[src/rtl/vmove_pkg.sv]
// Shared types and default sizing for the vector move issue scheduler.
package vmove_pkg;

  localparam int unsigned VM_NUM_REQ    = 4;
  localparam int unsigned VM_DATA_WIDTH = 64;
  localparam int unsigned VM_LATENCY    = 6;
  localparam int unsigned VM_RSP_DEPTH  = 4;

  localparam int unsigned REQ_ID_W = $clog2(VM_NUM_REQ);
  localparam int unsigned CRED_W   = $clog2(VM_RSP_DEPTH + 1);

  typedef logic [REQ_ID_W-1:0] req_id_t;
  typedef logic [CRED_W-1:0]   credit_t;

  // One tag pipe stage: valid bit plus the requester that owns the result.
  typedef struct packed {
    logic    v;
    req_id_t id;
  } tag_t;

endpackage

[src/rtl/vmove_issue_sched_if.sv]
// Requester-side request/response bus of the vector move issue scheduler.
interface vmove_issue_sched_if
  import vmove_pkg::*;
#(
  parameter int unsigned NUM_REQ    = VM_NUM_REQ,
  parameter int unsigned DATA_WIDTH = VM_DATA_WIDTH
);

  logic [NUM_REQ-1:0]            req_valid;
  logic [NUM_REQ-1:0]            req_ready;
  logic [NUM_REQ*DATA_WIDTH-1:0] req_data;
  logic [NUM_REQ-1:0]            rsp_valid;
  logic [NUM_REQ-1:0]            rsp_ready;
  logic [NUM_REQ*DATA_WIDTH-1:0] rsp_data;

  modport master (
    output req_valid, req_data, rsp_ready,
    input  req_ready, rsp_valid, rsp_data
  );

  modport slave (
    input  req_valid, req_data, rsp_ready,
    output req_ready, rsp_valid, rsp_data
  );

endinterface

[src/rtl/vmove_rsp_fifo.sv]
// First-word fall-through response FIFO; head data reads as zero when empty.
module vmove_rsp_fifo #(
  parameter int unsigned DATA_WIDTH = 64,
  parameter int unsigned RSP_DEPTH  = 4
) (
  input  logic                  clk,
  input  logic                  rst,
  input  logic                  push_i,
  input  logic [DATA_WIDTH-1:0] push_data_i,
  input  logic                  pop_i,
  output logic                  valid_o,
  output logic [DATA_WIDTH-1:0] data_o,
  output logic                  full_o
);

  localparam int unsigned AW = $clog2(RSP_DEPTH);

  logic [AW:0]           wptr_q, rptr_q;
  logic [DATA_WIDTH-1:0] mem_q [RSP_DEPTH];
  logic                  empty;
  logic                  do_pop;

  assign empty   = (wptr_q == rptr_q);
  assign full_o  = (wptr_q[AW] != rptr_q[AW]) && (wptr_q[AW-1:0] == rptr_q[AW-1:0]);
  assign do_pop  = pop_i && !empty;
  assign valid_o = !empty;
  assign data_o  = empty ? '0 : mem_q[rptr_q[AW-1:0]];

  // Pointer update; the extra wrap bit separates full from empty.
  always_ff @(posedge clk) begin
    if (rst) begin
      wptr_q <= '0;
      rptr_q <= '0;
    end else begin
      if (push_i) wptr_q <= wptr_q + 1'b1;
      if (do_pop) rptr_q <= rptr_q + 1'b1;
    end
  end

  // Storage write; a push into a full FIFO with a pop reuses the slot being read out.
  always_ff @(posedge clk) begin
    if (push_i) mem_q[wptr_q[AW-1:0]] <= push_data_i;
  end

endmodule

[src/rtl/vmove_issue_sched.sv]
// Round-robin issue of NUM_REQ requesters onto one fixed-latency vector pipe,
// with a matching tag pipe, per-requester response FIFOs and credit control.
module vmove_issue_sched
  import vmove_pkg::*;
#(
  parameter int unsigned NUM_REQ    = VM_NUM_REQ,
  parameter int unsigned DATA_WIDTH = VM_DATA_WIDTH,
  parameter int unsigned LATENCY    = VM_LATENCY,
  parameter int unsigned RSP_DEPTH  = VM_RSP_DEPTH
) (
  input  logic                  clk,
  input  logic                  rst,
  vmove_issue_sched_if.slave    bus,
  output logic [DATA_WIDTH-1:0] pipe_in_vec,
  output logic                  pipe_in_valid,
  input  logic [DATA_WIDTH-1:0] pipe_out_vec,
  input  logic                  pipe_out_valid,
  output logic                  busy,
  output logic                  err
);

  logic [DATA_WIDTH-1:0]         pipe_in_vec_q;
  logic                          pipe_in_valid_q;
  req_id_t                       issue_id_q;
  req_id_t                       rr_ptr_q;
  tag_t                          tag_q [LATENCY];
  credit_t                       credit_q [NUM_REQ];
  logic                          err_q;

  logic [NUM_REQ-1:0]            eligible;
  logic [NUM_REQ-1:0]            grant;
  logic                          grant_any;
  req_id_t                       grant_id;
  logic [NUM_REQ-1:0]            push;
  logic [NUM_REQ-1:0]            pop;
  logic [NUM_REQ-1:0]            fifo_full;
  logic [NUM_REQ-1:0]            rsp_valid_w;
  logic [NUM_REQ*DATA_WIDTH-1:0] rsp_data_w;
  logic                          tag_any;
  tag_t                          tag_out;

  assign tag_out = tag_q[LATENCY-1];

  // Eligibility: valid request, free credit, and not in reset.
  always_comb begin
    eligible = '0;
    for (int unsigned i = 0; i < NUM_REQ; i++) begin
      eligible[i] = !rst && bus.req_valid[i] && (credit_q[i] < credit_t'(RSP_DEPTH));
    end
  end

  // Round-robin pick of the first eligible requester at or after rr_ptr.
  always_comb begin
    int unsigned idx;
    grant     = '0;
    grant_any = 1'b0;
    grant_id  = '0;
    idx       = 0;
    for (int unsigned k = 0; k < NUM_REQ; k++) begin
      idx = 32'(rr_ptr_q) + k;
      if (idx >= NUM_REQ) idx = idx - NUM_REQ;
      if (!grant_any && eligible[idx]) begin
        grant_any = 1'b1;
        grant_id  = req_id_t'(idx);
      end
    end
    if (grant_any) grant[grant_id] = 1'b1;
  end

  assign bus.req_ready = grant;

  // Retire routing and FIFO pops; a result is pushed only when pipe and tag both agree.
  always_comb begin
    push = '0;
    pop  = '0;
    for (int unsigned i = 0; i < NUM_REQ; i++) begin
      push[i] = pipe_out_valid && tag_out.v && (tag_out.id == req_id_t'(i));
      pop[i]  = rsp_valid_w[i] && bus.rsp_ready[i];
    end
  end

  // Any valid tag in the tag pipe.
  always_comb begin
    tag_any = 1'b0;
    for (int unsigned k = 0; k < LATENCY; k++) begin
      tag_any = tag_any | tag_q[k].v;
    end
  end

  // Issue register, round-robin pointer, tag pipe and sticky error.
  // Tag stage 0 captures the issue register, so stage LATENCY-1 lines up with pipe_out_valid.
  always_ff @(posedge clk) begin
    if (rst) begin
      pipe_in_vec_q   <= '0;
      pipe_in_valid_q <= 1'b0;
      issue_id_q      <= '0;
      rr_ptr_q        <= '0;
      err_q           <= 1'b0;
      for (int unsigned k = 0; k < LATENCY; k++) tag_q[k] <= '0;
    end else begin
      pipe_in_valid_q <= grant_any;
      if (grant_any) begin
        pipe_in_vec_q <= bus.req_data[grant_id*DATA_WIDTH +: DATA_WIDTH];
        issue_id_q    <= grant_id;
        if (grant_id == req_id_t'(NUM_REQ - 1)) rr_ptr_q <= '0;
        else                                    rr_ptr_q <= grant_id + 1'b1;
      end
      tag_q[0] <= '{v: pipe_in_valid_q, id: issue_id_q};
      for (int unsigned k = 1; k < LATENCY; k++) tag_q[k] <= tag_q[k-1];
      if (tag_out.v != pipe_out_valid) err_q <= 1'b1;
    end
  end

  // Credits cover in-flight plus queued results; the push itself moves nothing.
  always_ff @(posedge clk) begin
    if (rst) begin
      for (int unsigned i = 0; i < NUM_REQ; i++) credit_q[i] <= '0;
    end else begin
      for (int unsigned i = 0; i < NUM_REQ; i++) begin
        credit_q[i] <= credit_q[i] + credit_t'(grant[i]) - credit_t'(pop[i]);
      end
    end
  end

  for (genvar gi = 0; gi < NUM_REQ; gi++) begin : g_fifo
    vmove_rsp_fifo #(
      .DATA_WIDTH (DATA_WIDTH),
      .RSP_DEPTH  (RSP_DEPTH)
    ) u_fifo (
      .clk         (clk),
      .rst         (rst),
      .push_i      (push[gi]),
      .push_data_i (pipe_out_vec),
      .pop_i       (pop[gi]),
      .valid_o     (rsp_valid_w[gi]),
      .data_o      (rsp_data_w[gi*DATA_WIDTH +: DATA_WIDTH]),
      .full_o      (fifo_full[gi])
    );

    // Credits make a push into a full FIFO unreachable.
    assert property (@(posedge clk) disable iff (rst) !(push[gi] && fifo_full[gi] && !pop[gi]));
  end

  assign bus.rsp_valid = rsp_valid_w;
  assign bus.rsp_data  = rsp_data_w;
  assign pipe_in_vec   = pipe_in_vec_q;
  assign pipe_in_valid = pipe_in_valid_q;
  assign err           = err_q;
  // The issue register holds a tag one cycle before it enters the tag pipe.
  assign busy          = pipe_in_valid_q | tag_any | (|rsp_valid_w);

endmodule
[src/flat_wrapper.sv]
// flat-port wrapper written by rule: the top's interface ports become plain ports
module vmove_issue_sched_flat import vmove_pkg::*;
#(
  parameter int unsigned NUM_REQ    = VM_NUM_REQ,
  parameter int unsigned DATA_WIDTH = VM_DATA_WIDTH,
  parameter int unsigned LATENCY    = VM_LATENCY,
  parameter int unsigned RSP_DEPTH  = VM_RSP_DEPTH
)
  (clk, rst, pipe_in_vec, pipe_in_valid, pipe_out_vec, pipe_out_valid, busy, err, bus_req_valid, bus_req_data, bus_rsp_ready, bus_req_ready, bus_rsp_valid, bus_rsp_data);
  vmove_issue_sched_if #(.NUM_REQ(NUM_REQ), .DATA_WIDTH(DATA_WIDTH)) bus_i ();
  input  logic clk;
  input  logic rst;
  output logic [DATA_WIDTH-1:0] pipe_in_vec;
  output logic pipe_in_valid;
  input  logic [DATA_WIDTH-1:0] pipe_out_vec;
  input  logic pipe_out_valid;
  output logic busy;
  output logic err;
  input wire logic [$bits(bus_i.req_valid)-1:0] bus_req_valid;
  input wire logic [$bits(bus_i.req_data)-1:0] bus_req_data;
  input wire logic [$bits(bus_i.rsp_ready)-1:0] bus_rsp_ready;
  output wire logic [$bits(bus_i.req_ready)-1:0] bus_req_ready;
  output wire logic [$bits(bus_i.rsp_valid)-1:0] bus_rsp_valid;
  output wire logic [$bits(bus_i.rsp_data)-1:0] bus_rsp_data;
  assign bus_i.req_valid = bus_req_valid;
  assign bus_i.req_data = bus_req_data;
  assign bus_i.rsp_ready = bus_rsp_ready;
  assign bus_req_ready = bus_i.req_ready;
  assign bus_rsp_valid = bus_i.rsp_valid;
  assign bus_rsp_data = bus_i.rsp_data;
  vmove_issue_sched #(.NUM_REQ(NUM_REQ), .DATA_WIDTH(DATA_WIDTH), .LATENCY(LATENCY), .RSP_DEPTH(RSP_DEPTH)) u_core (.clk(clk), .rst(rst), .bus(bus_i), .pipe_in_vec(pipe_in_vec), .pipe_in_valid(pipe_in_valid), .pipe_out_vec(pipe_out_vec), .pipe_out_valid(pipe_out_valid), .busy(busy), .err(err));
endmodule
[config.mk]
export PLATFORM = sky130hd
export DESIGN_NAME = vmove_issue_sched_flat
export DESIGN_NICKNAME = d
export VERILOG_FILES = /design/src/rtl/vmove_pkg.sv /design/src/rtl/vmove_issue_sched_if.sv /design/src/rtl/vmove_rsp_fifo.sv /design/src/rtl/vmove_issue_sched.sv /design/src/flat_wrapper.sv
export SDC_FILE = /design/constraint.sdc
export NUM_CORES = 1
export LEC_CHECK = 0
export BUFFER_PORTS_ARGS = -buffer_cell sky130_fd_sc_hd__clkbuf_2
export CORE_MARGIN = 3
export CORE_UTILIZATION = 45
export DETAILED_ROUTE_END_ITERATION = 6
export PLACE_DENSITY_LB_ADDON = 0.08
export SLEW_MARGIN = 25
export SYNTH_ARGS = -nofsm -noshare
export SYNTH_HDL_FRONTEND = slang
export SYNTH_SLANG_ARGS = --single-unit
[constraint.sdc]
create_clock -name clk -period 3.8 [get_ports clk]
set_input_delay 0.76 -clock clk [delete_from_list [all_inputs] [get_ports clk]]
set_output_delay 0.76 -clock clk [all_outputs]
set_load 0.01 [all_outputs]
=== Yosys cells after proc, flatten, opt, wreduce, memory -nomap -nowiden ===
Memories as Yosys holds them, arrays and structs flattened. A register that Yosys moved wholly into a read port is not among the register bits.
Index checks and enable logic that the tools add are counted.

* Bits of input ports: 331
* RAM bits: 1,054
* Register bits: 94
* Memories kept: 6
* Word-level logic and storage cells: 176

{| class="wikitable"
|+ Memory list
! memory !! depth !! width !! rd ports !! clocked after memory_dff !! write ports !! RTL line !! text
|-
| u_core.g_fifo[0].u_fifo.mem_q || 4 || 64 || 1 || 1 || 1 || vmove_rsp_fifo.sv:19 || <nowiki>logic [DATA_WIDTH-1:0] mem_q [RSP_DEPTH];</nowiki>
|-
| u_core.g_fifo[1].u_fifo.mem_q || 4 || 64 || 1 || 1 || 1 || vmove_rsp_fifo.sv:19 ||
|-
| u_core.g_fifo[2].u_fifo.mem_q || 4 || 64 || 1 || 1 || 1 || vmove_rsp_fifo.sv:19 ||
|-
| u_core.g_fifo[3].u_fifo.mem_q || 4 || 64 || 1 || 1 || 1 || vmove_rsp_fifo.sv:19 ||
|-
| u_core.tag_q || 6 || 3 || 6 || 0 || 6 || vmove_issue_sched.sv:26 || <nowiki>tag_t tag_q [LATENCY];</nowiki>
|-
| u_core.credit_q || 4 || 3 || 4 || 0 || 4 || vmove_issue_sched.sv:27 || <nowiki>credit_t credit_q [NUM_REQ];</nowiki>
|}

* $add $sub $neg: 24
* Shift operators: 1
* Bitwise logic cells: 17
* Magnitude comparators: 14
* Reductions and logical operators: 35
* Equality and inequality tests: 9
* Multiplexer cells: 57

{| class="wikitable"
|+ Operator list
! operator !! count
|-
| $mux 64 || 4
|-
| $shiftx 256x9->64 || 1
|-
| $lt 32x3->1 const B || 4
|-
| $mux 32 || 4
|-
| $ge 32x3->1 const B || 3
|-
| $sub 32x3->32 const B || 3
|-
| $mux 3 || 10
|-
| $mux 2 || 13
|-
| $logic_and 1x1->1 || 25
|-
| $add 3x1->3 const B || 8
|-
| $mux 1 || 20
|-
| $or 1x1->1 || 17
|-
| $add 3x1->3 || 4
|-
| $eq 3x3->1 || 4
|-
| $lt 3x3->1 const B || 4
|-
| $sub 3x1->3 || 4
|-
| $bmux 1 s2 || 4
|-
| $logic_not 1->1 || 8
|-
| $add 2x2->3 const B || 2
|-
| $eq 2x2->1 const B || 3
|-
| $mux 4 || 1
|-
| $reduce_or 4->1 || 1
|-
| $sub 2x3->4 const B || 1
|-
| $add 2x1->3 const B || 1
|-
| other kinds (8) || 8
|}

=== Longest topological paths before layout ===
Gate-level depths: netlist (run 1).

* Depth after elaboration: 23
* Mapped depth: 15
* Depth with buffers taken out: 13

=== Hierarchy ===
From an unflattened synthesis (run 1), not the netlist that was laid out.

* Cells, all modules: 2,507
* Area, all modules: 46,915.0 um2

{| class="wikitable"
|+ Modules (own cells, without submodules)
! module !! area an instance (um2) !! cells each !! instances !! seq. area each (um2)
|-
| vmove_rsp_fifo || 10,288.6 || 460 || 4 || 7,847.5
|-
| vmove_issue_sched || 5,760.5 || 667 || 1 || 2,001.9
|}

=== Worst setup path after synthesis (run 1) ===
Ideal clock, no wire load.

* Path kind: input port to flip-flop
* Start point: input pipe_out_valid
* End point: memory u_core.g_fifo[0].u_fifo.mem_q[3][0], enable pin
* Path slack: 0.349 ns
* Required time: 3.370 ns
* Stages: 3
* Path buffers: 0
* Data arrival time: 3.020 ns
* Path through: ha_1 nor3b_1 and2_1

* Longest elaborated chain between the ends: 4

{| class="wikitable"
|+ RTL lines
! item !! RTL line !! text
|-
| start, declared || flat_wrapper.sv:16 || <nowiki>input logic pipe_out_valid;</nowiki>
|-
| $logic_and 1x1->1 (2 in series) || vmove_issue_sched.sv:77 || <nowiki>push[i] = pipe_out_valid && tag_out.v && (tag_out.id == req_id_t'(i));</nowiki>
|-
| $mux 1 || vmove_rsp_fifo.sv:42 || <nowiki>if (push_i) mem_q[wptr_q[AW-1:0]] <= push_data_i;</nowiki>
|-
| $mux 1 (not written as such) || vmove_rsp_fifo.sv:42 ||
|-
| end, declared || vmove_rsp_fifo.sv:19 ||
|}

No other way between the ends.

==> results of run 1 <==
-- worst min-delay path by stage --
| stage | from | to | slack, ns | depth (start not counted) |
|---|---|---|---|---|
| floorplan | u_core.issue_id_q[1] | u_core.tag_q[0][1] | 0.41 | 2 |
| global placement | u_core.tag_q[4][1] | u_core.tag_q[5][1] | 0.43 | 1 |
| detailed placement | u_core.tag_q[3][0] | u_core.tag_q[4][0] | 0.42 | 1 |
| CTS | bus_req_data[170] | u_core.pipe_in_vec[42] | 0.34 | 3 |
| global route | bus_req_data[102] | u_core.pipe_in_vec[38] | 0.36 | 3 |
| finish | bus_req_data[102] | u_core.pipe_in_vec[38] | 0.39 | 3 |
-- report_power, final --
group	internal, mW	switching, mW
registers	13.9	0.0926
clock network	6.47	4.78
logic	0.476	0.762
-- what timing repair did --
action | CTS | global route
resized for setup | 0 | 1
setup endpoints to repair | 0 | 1
hold buffers | 0 | 0
-- flip-flops by register name (all words and copies together), names as in the netlist, named ones only --
| signal | count |
|---|---|
| u_core.err | 1 |
| u_core.g_fifo.u_fifo.rptr_q | 12 |
| u_core.credit_q | 12 |
| u_core.pipe_in_valid | 1 |
| u_core.tag_q | 18 |
| u_core.g_fifo.u_fifo.mem_q | 1024 |
| u_core.g_fifo.u_fifo.wptr_q | 12 |
| u_core.issue_id_q | 2 |
| u_core.rr_ptr_q | 2 |
| u_core.pipe_in_vec | 64 |
-- metal layers --
metal  routed length, um  vias up  global-route usage [%]
met5                 140        -                       0
met2               63880      898                   40.52
met3                9431      226                   6.157
li1                    -    10540                       -
met1               51020    12910                   31.45
met4                5897       22                   10.08
-- worst min-delay path: stages --
cell,delay (ns)
clkbuf_2,0.08
mux2i_1,0.05
o221ai_1,0.15
-- metrics by stage --
step                      cell area [sq um]  setup slack, ns  total power, mW  cells
after floorplan                       45180           0.3494            14.88   2304
after global placement                50390           0.7037            15.51   4179
after detailed placement              50390           0.6863            15.56   4179
after CTS                             54160           0.1170            26.81   4394
after global routing                  54170          0.03514            27.40   4397
final                                 54180           0.1971            26.53   4400
-- cell families after synthesis --
kind of cell	Yosys count	share of synthesized area [%]
flip-flops	1156	73.91
AND/OR/NAND/NOR	443	5.523
multiplexers	390	15.73
buffers and inverters	164	1.631
AO/OA/AOI/OAI	81	1.496
XOR/XNOR	36	0.6979
adder cells (fa/ha/maj)	34	1.008
-- cells in the mapped netlist (all sizes together) (2+ instances only) --
cell,instances
edfxtp,1024
mux4,256
nor2b,220
mux2i,134
dfxtp,132
clkbuf,86
and2,83
nand2,67
o221ai,64
buf,48
nor2,45
ha,30
inv,30
xnor2,21
xor2,15
nand2b,7
o21ai,6
a21oi,4
fa,4
nand3b,4
nor3,4
nor3b,4
nand3,3
o31ai,2
-- area by class of cell --
cell class / instances / area (sq um)
fillers: 7907 / 44820
well taps: 1287 / 1610
inverters: 30 / 112.6
clock inverters: 64 / 609.3
repair buffers: 722 / 4120
clock buffers: 151 / 3159
diodes: 6 / 15.01
multi-input cells: 984 / 11130
flip-flops and latches: 1156 / 33420
==> reports/results.ini, run 1 <==
[status]
status = complete, no violations

[synth]
ys_seq_area_share_pct = 73.91
post-synth-top-area-cell = edfxtp_1
syn-num-nets = 2669
synth_edf_count = 1024
avgSynthCellArea_sq_um = 19.61
synthTopCellsByArea = edfxtp_1 68%, mux4_2 13%, dfxtp_1 5.8%
syn-cell-area_sq_mm = 0.04518
ys.flop_type = edfxtp_1
ys_seq_elements = 1156
ys_types = 40
async_reset_ff_share_pct = 0
post-synth-top-area-fraction_pct = 68.06
synthCells = 2304
yosysWarnings = 0

[sta]
hold_viol = 0
rsz0062_at_grt = false
final_max_slew_viol_count = 0
worst_pin_slew_ns = 0.9890
fin_tns_setup_ns = 0
post-route-period-util_pct = 94.81
holdWs_ns = 0.3887
setup_viol = 0
fmax_ghz = 0.2776
relSlewSlack_pct = 33.93
fin_skew_ns = 0.04685
fin_crit_ns = 3.603

[critical_path]
critPathArrivalTime_ns = 2.84
startpoint_type = flop
cpPeakStageDelay_ns = 0.79
critPathCapture = bus_rsp_data[56]
crit_chain = mux4_2, nor2b_1, clkbuf_2
cp_max_fo = 25
required_ns = 3.04
r2r_start = u_core.rr_ptr_q[1]
critical_path.reg2reg.endpoint = u_core.pipe_in_vec[7]
crit_family = simple AND/OR/NAND/NOR gates
r2r_setup_slack_ns = 1.09
path_buf_inv = 1
crit_path_top_delay_cell = nor2b_1
setup.worst_path.end_class = primary output
ff2ff_path_depth = 7
crit_cells = 3
critPathKind = flop to primary output

[power_and_ir_drop]
ir_drop_mv = 0.3727
p_leak_nw = 19.34
power_density_mw_per_mm2 = 489.6

[floorplanning]
die_h_um = 322.9
die_area_sq_mm = 0.1042
fp.dieW_um = 322.9
io_pins = 662
rows = 115
core_area_sq_mm = 0.09899
initial_core_util_pct = 45.64

[grt]
overflow = 0
grt_pass1_vias = 25370
antenna_found_initial = 22
grt_max_degree = 96
grt_pass1_wl_um = 182100
grt.total_usage_pct = 24.60

[min_path]
hp-class = primary input to flop

[cts]
insertion_delay_ns = 0.70
clockBufferDepth = 3
htreeDepth = 3
cts.reportedPaths.clkPinSlew_ns = 0.06
cts_setup_buffers = 0
cts_root_buffer = clkbuf_16
clock_sinks = 1156
tritoncts = done
cts_buffers = 118

[place]
port_buffers = 661
gp_congestion = 0.9001
dp.final_hpwl_um = 86300

[drt]
drcViolationCount = 0
vias = 24590
vias_per_cell = 5.588
drt_iter0_markers = 1891
drt-wirelength-per-cell_um = 29.63
final_antenna_net_count = 0
first_pass_iters = 5
wirelength_um = 130400

[cells_and_area]
num-nets-final = 3377
drive_gt1_share_pct = 37.88
final_util_pct = 54.73
final_cell_mix = 1,024 x edfxtp_1, 661 x clkbuf_2, 256 x mux4_2, 220 x nor2b_1, 134 x mux2i_1
syn_to_final_growth_pct = 19.93
mostFrequentLayoutCell = edfxtp_1

[flow_run]
cap_violations = 0

Power figures use the tool's default switching activity.
==> run 2: changes to the inputs <==
Settings changed: CTS_BUF_LIST from default to sky130_fd_sc_hd__clkbuf_16, GPL_ROUTABILITY_DRIVEN from default to 0.
==> run 2 against run 1 <==
Against the previous run:
- wire length about the same
- critical endpoint unchanged
- clock power about the same
- clock skew decreased by 0.0037 ns
- fmax increased by 0.25%
- largest power group unchanged
- via count increased by 0.14%
- non-clock buffer count unchanged
- die area unchanged
- sequential power about the same
- sequential share of layout area about the same
==> reports/results.ini, run 2 (same netlist as run 1, synthesis figures left out) <==
[drt]
drcViolationCount = 0
drt_iter0_markers = 1930
vias = 24620
drt-wirelength-per-cell_um = 29.62
first_pass_iters = 5
vias_per_cell = 5.596
wirelength_um = 130300
final_antenna_net_count = 0

[sta]
worst_pin_slew_ns = 0.9797
rsz0062_at_grt = false
fin_skew_ns = 0.04311
hold_viol = 0
fmax_ghz = 0.2782
relSlewSlack_pct = 34.55
post-route-period-util_pct = 94.58
final_max_slew_viol_count = 0
fin_crit_ns = 3.594
setup_viol = 0
fin_tns_setup_ns = 0

[critical_path]
startpoint_type = flop
setup.worst_path.end_class = primary output
required_ns = 3.04
cp_max_fo = 25
critPathKind = flop to primary output
critPathArrivalTime_ns = 2.83

[cts]
cts_root_buffer = clkbuf_16
insertion_delay_ns = 0.70
cts-hold-fix-buffers = 0
clockBufferDepth = 3
cts.reportedPaths.clkPinSlew_ns = 0.06
htreeDepth = 3
clock_sinks = 1156
cts_setup_buffers = 0
tritoncts = done
cts_buffers = 118

[cells_and_area]
multi_input_area_sq_mm = 0.01113
regArea_sq_mm = 0.03342
syn_to_final_growth_pct = 19.84
largest_reg_flops = 1024
stdcell_area_sq_mm = 0.05414
fillers = 7911
drive_gt1_share_pct = 37.79
num-nets-final = 3377
final_util_pct = 54.69
mostFrequentLayoutCell = edfxtp_1
final_cell_mix = 1,024 x edfxtp_1, 661 x clkbuf_2, 256 x mux4_2, 220 x nor2b_1, 134 x mux2i_1

[grt]
antenna_found_initial = 22
grt_pass1_wl_um = 182100
overflow = 0
grt_pass1_vias = 25370
grt_max_degree = 96
grt.total_usage_pct = 24.61

[floorplanning]
initial_core_util_pct = 45.64
io_pins = 662
die_area_sq_mm = 0.1042
fp.dieW_um = 322.9
die_h_um = 322.9
rows = 115
core_area_sq_mm = 0.09899

[status]
status = complete, no violations

[power_and_ir_drop]
p_leak_nw = 19.43
ir_drop_mv = 0.3707
power_density_mw_per_mm2 = 487.2

[flow_run]
cap_violations = 0

[place]
dpl_cell_area_sq_mm = 0.05039
dp.final_hpwl_um = 86300
port_buffers = 661

[min_path]
hp-class = primary input to flop

[run 2: changes by cell type in the layout (fill, tap and decap cells not counted)]
| cell | delta |
|---|---|
| clkbuf_1 | -27 |
| inv_1 | +27 |
| clkbuf_8 | -4 |
| clkinv_1 | +3 |
| inv_2 | +1 |
[run 2: path summary, 6_finish.rpt]
path	cells past startpoint	start	endpoint	slack [ns]
max reg2reg	7	u_core.rr_ptr_q[1]	u_core.pipe_in_vec[7]	1.12
max	3	flop	bus_rsp_data[56]	0.21
min	3	bus_req_data[102]	u_core.pipe_in_vec[38]	0.39
min reg2reg	2	u_core.issue_id_q[1]	u_core.tag_q[0][1]	0.45
[run 2: metrics by stage]
stage,power (mW),instances,hold slack (ns),worst slack (ns)
finish,26.37,4400,0.3918,0.2060
global route,27.25,4397,0.3578,0.03514
CTS,26.66,4394,0.3404,0.1170
detailed placement,15.56,4179,0.4231,0.6863
global placement,15.51,4179,0.4261,0.7037
floorplan,14.88,2304,0.4093,0.3494
[run 2: repair_timing]
action | in CTS | in global routing
setup endpoints to repair | 0 | 1
hold endpoints to repair | 0 | 0
resized for setup | 0 | 1
[run 2: area by class of cell]
| type | count | area share [%] |
|---|---|---|
| diodes | 6 | 0.02773 |
| clock buffers | 120 | 5.547 |
| clock inverters | 95 | 1.340 |
| inverters | 30 | 0.2080 |
| multi-input cells | 984 | 20.56 |
| flip-flops and latches | 1156 | 61.73 |
| well taps | 1287 | 2.974 |
| repair buffers | 722 | 7.610 |
[run 2: worst max-delay path, cell delays in order, from the launching register on]
cell and delay (ns):
dfxtp_4 0.72, mux4_2 0.34, nor2b_1 0.78, clkbuf_2 0.28
[run 2: where the power goes]
part / switching, mW / internal [mW]
clock: 4.78 / 6.31
sequential: 0.0932 / 13.9
combinational: 0.763 / 0.476
[run 2: layer usage]
layer	global-route usage [%]	vias to the layer above	wire (um)
met5	0	-	140
met2	40.53	963	63850
met3	6.163	224	9728
met4	10.08	22	5888
met1	31.45	12870	50740
li1	-	10550	-
